==> config.mk <==
export PLATFORM = sky130hd
export DESIGN_NAME = cdma_tx_sequencer
export DESIGN_NICKNAME = d
export VERILOG_FILES = /design/src/rtl/cdma_tx_sequencer.sv
export SDC_FILE = /design/constraint.sdc
export NUM_CORES = 1
export LEC_CHECK = 0
export CORE_ASPECT_RATIO = 0.6
export CORE_MARGIN = 2
export CORE_UTILIZATION = 44
export CTS_CLUSTER_SIZE = 24
export DETAILED_ROUTE_END_ITERATION = 16
export HOLD_SLACK_MARGIN = 0.06
export PLACE_DENSITY = 0.86
export SLEW_MARGIN = 5
export SYNTH_ARGS = -nofsm -noshare
export SYNTH_HDL_FRONTEND = slang
export SYNTH_SLANG_ARGS = --single-unit
==> constraint.sdc <==
create_clock -name clk_i -period 2.6 [get_ports clk_i]
set_input_delay 0.52 -clock clk_i [delete_from_list [all_inputs] [get_ports clk_i]]
set_output_delay 0.52 -clock clk_i [all_outputs]
set_load 0.005 [all_outputs]
==> src/rtl/cdma_tx_sequencer.sv <==
// cdma_tx_sequencer: frame controller for the cdma spreading core.
// Captures a payload and LFSR seed, holds the core in set/load so the Gold
// sequence restarts, then serialises the payload MSB-first, one bit per
// CHIPS_PER_BIT clocks. All outputs come straight from flops.
module cdma_tx_sequencer #(
    parameter int DATA_W        = 8,
    parameter int CHIPS_PER_BIT = 15,
    parameter int LOAD_CYCLES   = 1
) (
    input  logic                 clk_i,
    input  logic                 set_i,
    input  logic                 start_i,
    input  logic [DATA_W-1:0]    data_i,
    input  logic [3:0]           seed_i,
    input  logic                 abort_i,
    output logic                 core_set_o,
    output logic [3:0]           core_seed_o,
    output logic                 signal_o,
    output logic                 busy_o,
    output logic                 done_o,
    output logic [((DATA_W > 1) ? $clog2(DATA_W) : 1)-1:0] bit_idx_o,
    output logic [$clog2(CHIPS_PER_BIT)-1:0]               chip_cnt_o
);
    localparam int BW = (DATA_W > 1) ? $clog2(DATA_W) : 1;
    localparam int CW = $clog2(CHIPS_PER_BIT);
    localparam int LW = (LOAD_CYCLES > 1) ? $clog2(LOAD_CYCLES) : 1;

    localparam logic [BW-1:0] LAST_BIT  = BW'(DATA_W - 1);
    localparam logic [CW-1:0] LAST_CHIP = CW'(CHIPS_PER_BIT - 1);
    localparam logic [LW-1:0] LAST_LOAD = LW'(LOAD_CYCLES - 1);

    typedef enum logic [1:0] {S_IDLE, S_LOAD, S_SEND, S_DONE} state_t;

    state_t            r_state, w_next;
    logic              r_core_set, w_core_set;
    logic [3:0]        r_seed,     w_seed;
    logic              r_sig,      w_sig;
    logic              r_busy,     w_busy;
    logic              r_done,     w_done;
    logic [BW-1:0]     r_bit,      w_bit;
    logic [CW-1:0]     r_chip,     w_chip;
    logic [LW-1:0]     r_load_cnt, w_load_cnt;
    // Payload shifts left as bits go out; the MSB is always the next bit.
    logic [DATA_W-1:0] r_data,     w_data;

    // State and registered outputs; set_i clears everything at once.
    always_ff @(posedge clk_i or negedge set_i) begin
        if (!set_i) begin
            r_state    <= S_IDLE;
            r_core_set <= 1'b0;
            r_seed     <= '0;
            r_sig      <= 1'b0;
            r_busy     <= 1'b0;
            r_done     <= 1'b0;
            r_bit      <= '0;
            r_chip     <= '0;
            r_load_cnt <= '0;
            r_data     <= '0;
        end else begin
            r_state    <= w_next;
            r_core_set <= w_core_set;
            r_seed     <= w_seed;
            r_sig      <= w_sig;
            r_busy     <= w_busy;
            r_done     <= w_done;
            r_bit      <= w_bit;
            r_chip     <= w_chip;
            r_load_cnt <= w_load_cnt;
            r_data     <= w_data;
        end
    end

    // Next state; abort wins over the SEND-to-DONE move.
    always_comb begin
        w_next = r_state;
        case (r_state)
            S_IDLE: if (start_i) w_next = S_LOAD;
            S_LOAD: begin
                if (abort_i)                      w_next = S_IDLE;
                else if (r_load_cnt == LAST_LOAD) w_next = S_SEND;
            end
            S_SEND: begin
                if (abort_i)                                          w_next = S_IDLE;
                else if (r_chip == LAST_CHIP && r_bit == LAST_BIT)    w_next = S_DONE;
            end
            default: w_next = S_IDLE;
        endcase
    end

    // Next values of the registered outputs; anything not in a frame is zero.
    always_comb begin
        w_core_set = 1'b0;
        w_seed     = r_seed;
        w_sig      = 1'b0;
        w_busy     = 1'b0;
        w_done     = 1'b0;
        w_bit      = '0;
        w_chip     = '0;
        w_load_cnt = '0;
        w_data     = r_data;
        case (r_state)
            S_IDLE: begin
                if (start_i) begin
                    w_data = data_i;
                    w_seed = seed_i;
                    w_busy = 1'b1;
                end
            end
            S_LOAD: begin
                if (w_next == S_LOAD) begin
                    w_busy     = 1'b1;
                    w_load_cnt = r_load_cnt + LW'(1);
                end else if (w_next == S_SEND) begin
                    w_busy     = 1'b1;
                    w_core_set = 1'b1;
                    w_sig      = r_data[DATA_W-1];
                    w_data     = r_data << 1;
                end
            end
            S_SEND: begin
                if (w_next == S_SEND) begin
                    w_busy     = 1'b1;
                    w_core_set = 1'b1;
                    if (r_chip == LAST_CHIP) begin
                        w_bit  = r_bit + BW'(1);
                        w_sig  = r_data[DATA_W-1];
                        w_data = r_data << 1;
                    end else begin
                        w_bit  = r_bit;
                        w_chip = r_chip + CW'(1);
                        w_sig  = r_sig;
                    end
                end else if (w_next == S_DONE) begin
                    w_done = 1'b1;
                end
            end
            default: ;
        endcase
    end

    assign core_set_o  = r_core_set;
    assign core_seed_o = r_seed;
    assign signal_o    = r_sig;
    assign busy_o      = r_busy;
    assign done_o      = r_done;
    assign bit_idx_o   = r_bit;
    assign chip_cnt_o  = r_chip;
endmodule
==> key figures, run 1 <==
Run status
  – Status: finished clean

Power
  – P per Cell Area: approximately 1000 nW/um^2
  – Peak VDD IR: about 0.60 mV
  – Static leakage: between 0.8 and 0.9 nW

Clock tree
  – Htree depth: 1
  – Num CTS Buffers: 3
  – Clk buf depth: 2
  – CTS tree: built
  – Hold-fix buffers, CTS: 0
  – Clock Root Buffer: clkbuf_8
  – Clk_lat worst skew: between 0.2 and 0.3 ns
  – Clock Sinks: 26
  – Clock slew at reported path FFs: about 0.080 ns

Yosys
  – Largest cells by area after synthesis: dfrtp_1 (49%), mux2_2 (16%), ha_1 (10%)
  – Synth top cells by count: dfrtp_1 (26), mux2_2 (19), ha_1 (11)
  – Post-Synthesis Cells: around 110
  – Syn avg cell area: 12.4 sq um
  – Most used DFF post-synth: dfrtp_1
  – Yosys top cell area share: roughly half
  – Most frequent cell after synthesis: dfrtp_1
  – Mapped Area: between 1000 and 1500 sq um
  – Yosys cell types: 29
  – Post-Syn Nets: between 100 and 150
  – EDFF count, synth: 0
  – Synth warnings: 0
  – Post-synth top area cell: dfrtp_1
  – Flops & latches, synth: 26
  – Register area share after synthesis: 49.1%
  – Async SR Flop Fraction: 100%

Setup path
  – WP buf/inv: 3
  – Crit-path cells: inv_4 -> ha_4 -> nand2_1 -> or3_4 -> buf_4 -> a211o_1 -> ha_2 -> o211ai_2 -> a21oi_4 -> buf_12 -> mux2_4
  – Data arrival time of the critical path: approximately 2.7 ns
  – Worst path max stage delay: ~0.47 ns
  – Top delay family on crit path: compound AO/OA/AOI/OAI gates
  – Critical Path Sink Type: register
  – Crit path kind: reg2reg
  – Setup crit start kind: register
  – CP max-delay cell: dfrtp_2
  – CP required: 2.76 ns
  – Crit-path max FO: 8

Cells and area
  – Reg area: 652 sq um
  – Post-layout net count: ~190
  – Number of diodes: 0
  – Fin util: between 70 and 80%
  – Filler instances: 216
  – Final Instance Count excl. Fillers: ~200
  – Finished Cell Area: around 2000 sq um
  – Multi-input logic area: 748 sq um
  – Layout cell share with drive strength beyond 1: approximately two fifths
  – Area Overhead vs Synth: 52.2%

Detailed routing
  – Vias: just under 1000
  – Remaining antenna violation count: 0
  – DRT Pass-1 Iters: 3
  – Vias per std cell: a little under 5
  – Routed WL per cell: roughly 15 um
  – DRT iter0 DRCs: 92
  – Post-Route WL: between 2000 and 3000 um
  – DRC viols: 0

GRT
  – Initial antenna violation count: 0
  – First-pass GRT wire length: around 4800 um
  – Largest net degree at the start of global routing: 27
  – GR Util All Layers: 18.9%
  – Vias in the first global route: approximately 1000
  – GR Overflow Total: 0

Placement
  – Placed insts: approximately 200
  – Routability Congestion: slightly above 0.9
  – Port-buffer cells: 30
  – Placed Area: ~1800 sq um
  – DPL Wire Length: 2180 um

Floorplan
  – I/O pins: 31
  – Core area: 2870 sq um
  – Initial Util: a little under half
  – Rows: 15
  – Die Footprint: 3480 sq um
  – Die X-Extent: 74.8 um
  – Die span in y: between 40 and 50 um

STA
  – Final setup fails: 0
  – Hold WS: ~0.50 ns
  – FMAX: 0.390 GHz
  – Tmin final: between 2 and 3 ns
  – Clk_skew: between 0.006 and 0.007 ns
  – Slew @ Worst Pin: a little over 0.4 ns
  – Hold Vio Cnt, Final: 0
  – Crit share post-route: a little over nine tenths
  – Sum of negative setup slack: 0 ns
  – Worst rel slew slack: between 70% and 80%
  – Fin. max-slew vios: 0

Flow run
  – Max-cap viol count: 0

Hold path
  – Type of the most critical hold path: reg2reg
## state kept, by name, summed over array words and instances (netlist names)
register	cells
r_data	8
chip_cnt_o	4
done_o	1
signal_o	1
r_state	2
busy_o	1
core_seed_o	4
core_set_o	1
r_load_cnt	1
bit_idx_o	3
## layout by cell type, fill, tap and decap left out, types with 3 or more instances in the layout
cell,n
inv_1,3
nand2_1,5
nor2_1,9
dfrtp_1,25
ha_2,3
clkdlybuf4s50_1,29
clkbuf_8,3
mux2_2,18
ha_4,4
ha_1,4
buf_4,17
## what timing repair did
item / CTS / global route
pin swaps: 1 / 4
resized for setup: 5 / 23
buffers inserted: 2 / 0
endpoints found under the setup margin: 8 / 8
## worst reg2reg max path: cells and delay by family (launching register included)
| family | cells | cell delay (ns) |
|---|---|---|
| AO/OA/AOI/OAI | 3 | 0.52 |
| buffers and inverters | 3 | 0.40 |
| flip-flops | 1 | 0.47 |
| AND/OR/NAND/NOR | 2 | 0.43 |
| multiplexers | 1 | 0.29 |
| adder cells (fa/ha/maj) | 2 | 0.35 |
## through the flow
step	setup WS [ns]	total power, mW
5_1_grt	-0.0578	2.14
3_3_place_gp	-0.354	1.41
4_1_cts	0.00534	1.89
6_report	0.0340	2.01
3_5_place_dp	-0.417	1.45
2_1_floorplan	0.0185	1.12
## cells by family (layout without fill, tap and decap cells)
kind of cell | after synthesis | count (layout) | synth area share (%)
flip-flops | 26 | 26 | 49.1
XOR/XNOR | 3 | 3 | 1.99
AND/OR/NAND/NOR | 26 | 26 | 11.2
AO/OA/AOI/OAI | 13 | 13 | 7.56
buffers and inverters | 7 | 59 | 2.08
multiplexers | 21 | 21 | 17.7
adder cells (fa/ha/maj) | 11 | 11 | 10.4
## final timing paths
path | from | to | slack, ns | depth (start not counted)
max reg2reg | r_state[0]$_DFF_PN0_ | r_data[6]$_DFFE_PN0P_ | 0.03 | 11
min in group asynchronous | set_i | busy_o$_DFF_PN0_ | 0.62 | 2
min reg2reg | r_load_cnt$_DFF_PN0_ | r_load_cnt$_DFF_PN0_ | 0.50 | 1
max | r_state[0]$_DFF_PN0_ | r_data[6]$_DFFE_PN0P_ | 0.03 | 11
min | r_load_cnt$_DFF_PN0_ | r_load_cnt$_DFF_PN0_ | 0.50 | 1
max in group asynchronous | set_i | r_state[0]$_DFF_PN0_ | 1.71 | 2
## power by group
part           switching (mW)  leakage [nW]  total [mW]  internal (mW)
Clock                   0.124        0.0357       0.330          0.206
Combinational           0.421         0.497        1.06          0.642
Sequential             0.0811         0.332       0.616          0.535
## routing by layer
| metal | share of wire, % | global-route usage, % | vias to the layer above | wire length (um) |
|---|---|---|---|---|
| li1 | - | - | 472 | - |
| met1 | 44 | 24.3 | 485 | 1300 |
| met4 | 0.34 | 2.14 | 0 | 10 |
| met5 | 0 | 0 | - | 0 |
| met3 | 4.8 | 5.69 | 2 | 143 |
| met2 | 51 | 33.1 | 23 | 1510 |
## final cells by class
cell class	count	area share [%]
clock buffer	3	2.05
clock inverter	1	1.49
inverter	5	1.06
multi-input combinational	74	37.1
sequential	26	32.4
tap	42	2.61
timing repair buffer	50	23.3
Power figures use the tool's default switching activity.
==> run 2, diff against run 1 <==
--- a/config.mk
+++ b/config.mk
@@ -16,3 +16,4 @@
 export SYNTH_ARGS = -nofsm -noshare
 export SYNTH_HDL_FRONTEND = slang
 export SYNTH_SLANG_ARGS = --single-unit
+export TNS_END_PERCENT = 30
==> key figures, run 2 (same netlist as run 1, synthesis figures left out) <==
Run status
  – Status: finished clean

Power
  – Peak VDD IR: 0.598 mV (about the same)
  – Sequential share of power: 31.0% (+0.3 points)
  – Gate power share: 52.5% (-0.4 points)
  – Clock share of power: 16.5% (about the same)
  – P per Cell Area: 992 nW/um^2 (-0.52%)
  – Switching share of power: 30.9% (-0.24 points)
  – Static leakage: 0.865 nW (about the same)
  – Total power: 1.99 mW (-1.0%)
  – NetSw: 0.615 mW (-1.8%)
  – Int Pwr: 1.37 mW (-0.67%)

Cells and area
  – Finished Cell Area: 2000 sq um (-0.50%)
  – Layout cell share with drive strength beyond 1: 39.6% (-0.63 points)
  – Number of diodes: 0 (unchanged)
  – Most common cell after layout, fill and taps aside: clkdlybuf4s50_1
  – Area Overhead vs Synth: 51.4%
  – Max FFs per register: 8 (unchanged)
  – Final Instance Count excl. Fillers: 201 (unchanged)
  – Fin util: 69.8% (-0.35 points)
  – Reg area: 652 sq um (unchanged)
  – Post-layout net count: 187 (unchanged)
  – Most frequent cells in the layout: clkdlybuf4s50_1 (29), dfrtp_1 (25), mux2_2 (18)
  – Multi-input logic area: 738 sq um (-1.3%)
  – Filler instances: 214 (-0.93%)
  – Largest register by flop count: r_data

Setup path
  – CP required: 2.76 ns (about the same)
  – Worst path max stage delay: 0.44 ns (-0.03 ns)
  – Setup crit start kind: register
  – Critical Path Sink Type: register
  – Crit path kind: reg2reg
  – Crit-path cells: buf_4 -> ha_4 -> nand2_1 -> or3_4 -> a31oi_1 -> ha_2 -> o211ai_2 -> a21oi_4 -> buf_12 -> mux2_2
  – CP max-delay cell: dfrtp_1
  – Data arrival time of the critical path: 2.73 ns (about the same)
  – Crit-path max FO: 8 (unchanged)

Clock tree
  – Hold-fix buffers, CTS: 0 (unchanged)
  – Clk_lat worst skew: 0.27 ns (about the same)
  – Clock Sinks: 26 (unchanged)
  – CTS tree: built
  – Clk buf depth: 2 (unchanged)
  – Clock Root Buffer: clkbuf_8
  – Clock slew at reported path FFs: 0.09 ns (about the same)
  – Num CTS Buffers: 3 (unchanged)
  – Htree depth: 1 (unchanged)

Hold path
  – Type of the most critical hold path: reg2reg

Floorplan
  – Rows: 15 (unchanged)
  – I/O pins: 31 (unchanged)
  – Core area: 2870 sq um (unchanged)
  – Die X-Extent: 74.8 um (unchanged)
  – Die span in y: 46.5 um (unchanged)
  – Initial Util: 46.1% (unchanged)
  – Die Footprint: 3480 sq um (unchanged)

Flow run
  – Max-cap viol count: 0 (unchanged)

Placement
  – Port-buffer cells: 30 (unchanged)
  – Placed Area: 1800 sq um (unchanged)
  – Placed insts: 195 (unchanged)
  – Routability Congestion: 0.918 (unchanged)
  – DPL Wire Length: 2180 um (unchanged)

GRT
  – Largest net degree at the start of global routing: 27 (unchanged)
  – GR Overflow Total: 0 (unchanged)
  – Vias in the first global route: 1035 (unchanged)
  – Initial antenna violation count: 0 (unchanged)
  – GR Util All Layers: 18.9% (unchanged)
  – First-pass GRT wire length: 4760 um (unchanged)

STA
  – Tmin final: 2.56 ns (-0.00464 ns)
  – Worst rel slew slack: 75.6% (+2.4 points)
  – Slew @ Worst Pin: 0.367 ns (-0.0367 ns)
  – Crit share post-route: 98.5% (-0.18 points)
  – Final setup fails: 0 (unchanged)
  – Fin. max-slew vios: 0 (unchanged)
  – FMAX: 0.390 GHz (+0.18%)
  – Hold Vio Cnt, Final: 0 (unchanged)
  – RSZ-0062 raised after global routing: yes
  – Clk_skew: 0.00763 ns (+0.000943 ns)
  – Sum of negative setup slack: 0 ns (unchanged)

Detailed routing
  – DRT iter0 DRCs: 85 (-7.6%)
  – Vias: 980 (-0.20%)
  – Post-Route WL: 2900 um (-1.9%)
  – Remaining antenna violation count: 0 (unchanged)
  – Vias per std cell: 4.88 (-0.20%)
  – DRT Pass-1 Iters: 4 (+1)
  – DRC viols: 0 (unchanged)
  – Routed WL per cell: 14.4 um (-1.9%)
run 2: worst max-delay path, delay by kind of cell (launching register included):
family,cells,cell delay (ns)
and+or+nand+nor,2,0.43
adders and majority gates,2,0.40
buffers and inverters,2,0.29
DFF,1,0.44
AOI/OAI and AO/OA,3,0.56
muxes,1,0.33
run 2: final timing paths:
| check | to | slack, ns | cells past startpoint | startpoint |
|---|---|---|---|---|
| min reg2reg | r_load_cnt$_DFF_PN0_ | 0.50 | 1 | r_load_cnt$_DFF_PN0_ |
| max in group asynchronous | r_state[0]$_DFF_PN0_ | 1.72 | 2 | set_i |
| max reg2reg | r_data[4]$_DFFE_PN0P_ | 0.04 | 10 | r_state[1]$_DFF_PN0_ |
| max | r_data[4]$_DFFE_PN0P_ | 0.04 | 10 | r_state[1]$_DFF_PN0_ |
| min in group asynchronous | busy_o$_DFF_PN0_ | 0.62 | 2 | set_i |
| min | r_load_cnt$_DFF_PN0_ | 0.50 | 1 | r_load_cnt$_DFF_PN0_ |
run 2: area by class of cell:
cell class,instances,share of cell area [%]
Multi-Input combinational cell,74,36.8
Sequential cell,26,32.5
Timing Repair Buffer,50,23.4
Tap cell,42,2.62
Clock buffer,3,2.06
Clock inverter,1,1.50
Inverter,5,1.06
run 2: power groups by stage:
stage	sequential (mW)	combinational, mW	clock (mW)
5_1_grt	0.627	1.13	0.364
3_5_place_dp	0.614	0.839	0
3_3_place_gp	0.606	0.808	0
4_1_cts	0.605	0.947	0.339
6_report	0.616	1.04	0.329
2_1_floorplan	0.597	0.522	0
run 2: repair_timing:
item                       in CTS  in global routing
pin swaps                       1                  4
gates resized for setup         5                 21
setup endpoints to repair       8                  8
setup buffers                   2                  0
run 2: per-layer routing:
metal / track usage [%] / wire length, um / up-vias
li1: - / - / 472
met1: 24.3 / 1260 / 483
met2: 33.1 / 1500 / 23
met3: 5.69 / 129 / 2
met4: 2.14 / 10 / 0
met5: 0 / 0 / -
run 2: per-stage QoR:
stage | hold WS, ns | setup slack [ns]
after floorplan | 0.224 | 0.0185
after global placement | 0.454 | -0.354
after detailed placement | 0.454 | -0.417
after CTS | 0.472 | 0.00534
after global routing | 0.515 | -0.0405
final | 0.500 | 0.0386
==> run 3, diff against run 2 <==
--- a/config.mk
+++ b/config.mk
@@ -5,14 +5,13 @@
 export SDC_FILE = /design/constraint.sdc
 export NUM_CORES = 1
 export LEC_CHECK = 0
-export CORE_ASPECT_RATIO = 0.6
 export CORE_MARGIN = 2
 export CORE_UTILIZATION = 44
 export CTS_CLUSTER_SIZE = 24
 export DETAILED_ROUTE_END_ITERATION = 16
 export HOLD_SLACK_MARGIN = 0.06
 export PLACE_DENSITY = 0.86
-export SLEW_MARGIN = 5
+export SLEW_MARGIN = 10
 export SYNTH_ARGS = -nofsm -noshare
 export SYNTH_HDL_FRONTEND = slang
 export SYNTH_SLANG_ARGS = --single-unit
==> key figures, run 3 (same netlist as run 1, synthesis figures left out) <==
Cells and area
  – Post-layout net count: 186 (-0.53%)
  – Most common cell after layout, fill and taps aside: clkdlybuf4s50_1
  – Fin util: 68.8% (-0.98 points)
  – Final Instance Count excl. Fillers: 188 (-6.5%)
  – Reg area: 651 sq um (-0.19%)
  – Multi-input logic area: 737 sq um (-0.17%)
  – Number of diodes: 0 (unchanged)
  – Largest register by flop count: r_data
  – Max FFs per register: 8 (unchanged)
  – Area Overhead vs Synth: 45.8%
  – Most frequent cells in the layout: clkdlybuf4s50_1 (30), dfrtp_1 (26), buf_4 (16)
  – Layout cell share with drive strength beyond 1: 36.9% (-2.7 points)
  – Filler instances: 205 (-4.2%)

STA
  – Worst setup margin: 0.0328 ns (-0.00583 ns)
  – RSZ-0062 raised after global routing: yes
  – Tmin final: 2.57 ns (+0.00583 ns)
  – Clk_skew: 0.00950 ns (+0.00187 ns)
  – Final setup fails: 0 (unchanged)
  – Sum of negative setup slack: 0 ns (unchanged)
  – Crit share post-route: 98.7% (+0.22 points)
  – FMAX: 0.390 GHz (-0.23%)
  – Hold Vio Cnt, Final: 0 (unchanged)
  – Worst rel slew slack: 76.3% (+0.71 points)
  – Slew @ Worst Pin: 0.356 ns (-0.0106 ns)
  – Fin. max-slew vios: 0 (unchanged)

Power
  – Total power: 1.88 mW (-5.2%)
  – P per Cell Area: 976 nW/um^2 (-1.6%)
  – Static leakage: 0.855 nW (-1.1%)
  – Peak VDD IR: 0.602 mV (+0.74%)

Floorplan
  – Die Footprint: 3460 sq um (-0.41%)
  – Die X-Extent: 58.9 um (-21%)
  – Initial Util: 47.2% (+1.1 points)
  – I/O pins: 31 (unchanged)
  – Core area: 2810 sq um (-2.3%)
  – Die span in y: 58.9 um (+27%)
  – Rows: 19 (+4)

Clock tree
  – Clk_lat worst skew: 0.33 ns (+0.06 ns)
  – Num CTS Buffers: 3 (unchanged)
  – Htree depth: 1 (unchanged)
  – Hold-fix buffers, CTS: 0 (unchanged)
  – Clock Sinks: 26 (unchanged)
  – Clock Root Buffer: clkbuf_4
  – Clock slew at reported path FFs: 0.14 ns (+0.05 ns)
  – Clk buf depth: 2 (unchanged)
  – CTS tree: built

Setup path
  – CP max-delay cell: dfrtp_1
  – Cell mode on critical path: buf_4
  – Data arrival time of the critical path: 2.79 ns (+0.06 ns)
  – Crit path kind: reg2reg
  – Top delay family on crit path: compound AO/OA/AOI/OAI gates
  – Worst path max stage delay: 0.40 ns (-0.04 ns)
  – CP required: 2.82 ns (+0.06 ns)
  – WP buf/inv: 3 (+1)
  – Setup crit start kind: register
  – Crit-path max FO: 6 (-2)
  – Critical Path Sink Type: register
  – Crit-path cells: buf_4 -> ha_2 -> nand2_1 -> or3_4 -> buf_4 -> a211o_1 -> ha_4 -> o211ai_2 -> a21oi_4 -> buf_12 -> mux2_4

Detailed routing
  – Routed WL per cell: 15.5 um (+7.2%)
  – Vias: 983 (+0.31%)
  – DRT iter0 DRCs: 17 (-80%)
  – DRT Pass-1 Iters: 10 (+6)
  – Remaining antenna violation count: 0 (unchanged)
  – Post-Route WL: 2910 um (+0.28%)
  – DRC viols: 1 (+1)
  – Vias per std cell: 5.23 (+7.2%)

GRT
  – Vias in the first global route: 1055 (+1.9%)
  – GR Overflow Total: 0 (unchanged)
  – Initial antenna violation count: 0 (unchanged)
  – GR Util All Layers: 17.0% (-1.9 points)
  – First-pass GRT wire length: 4450 um (-6.5%)
  – Largest net degree at the start of global routing: 27 (unchanged)

Hold path
  – Type of the most critical hold path: reg2reg

Run status
  – Status: finished with violations
  – Violated checks: design-rule violations

Placement
  – Routability Congestion: 0.930 (+1.3%)
  – Placed insts: 179 (-8.2%)
  – Worst setup slack after placement: -0.409 ns (+0.00790 ns)
  – DPL Wire Length: 2090 um (-4.1%)
  – Port-buffer cells: 30 (unchanged)

Flow run
  – Max-cap viol count: 0 (unchanged)
==> run 3: metrics by stage <==
step | cell area, sq um | hold slack (ns)
2_1_floorplan | 1320 | 0.224
3_3_place_gp | 1750 | 0.442
3_5_place_dp | 1750 | 0.446
4_1_cts | 1820 | 0.476
5_1_grt | 1930 | 0.499
6_report | 1930 | 0.472
==> run 3: report_power, final <==
part / internal (mW) / switching, mW
clock network: 0.0545 / 0.118
logic: 0.675 / 0.437
registers: 0.533 / 0.0664
total: 1.26 / 0.622
==> run 3: final cells by class <==
| class | count | share of cell area, % |
|---|---|---|
| inverters | 5 | 0.972 |
| flip-flops and latches | 26 | 33.7 |
| multi-input cells | 74 | 38.2 |
| repair buffers | 49 | 24.0 |
| clock buffers | 3 | 1.17 |
| well taps | 31 | 2.01 |
==> run 3: final timing paths <==
check	startpoint	endpoint	slack (ns)	cells after the start
min in group asynchronous	set_i	r_state[0]$_DFF_PN0_	0.54	2
hold reg to reg	r_load_cnt$_DFF_PN0_	r_load_cnt$_DFF_PN0_	0.47	1
setup reg to reg	r_state[1]$_DFF_PN0_	r_data[6]$_DFFE_PN0P_	0.03	11
hold / removal	r_load_cnt$_DFF_PN0_	r_load_cnt$_DFF_PN0_	0.47	1
max in group asynchronous	set_i	busy_o$_DFF_PN0_	1.81	2
setup / recovery	r_state[1]$_DFF_PN0_	r_data[6]$_DFFE_PN0P_	0.03	11
==> run 3: worst register-to-register path, stage by stage, from the launching register on <==
cell,delay (ns)
dfrtp_1,0.40
buf_4,0.13
ha_2,0.19
nand2_1,0.06
or3_4,0.35
buf_4,0.16
a211o_1,0.29
ha_4,0.19
o211ai_2,0.18
a21oi_4,0.07
buf_12,0.15
mux2_4,0.29
==> run 3: per-layer routing <==
layer	global-route usage, %	part of all wire, %	up-vias
met3	2.64	2.7	5
met4	7.79	1.8	0
met5	0	0	-
met2	30.6	53	20
li1	-	-	472
met1	19.6	42	486
==> run 3: timing repair <==
item	CTS	global route
pin swaps	1	4
setup endpoints to repair	8	8
buffers inserted	3	3
gates resized for setup	8	17
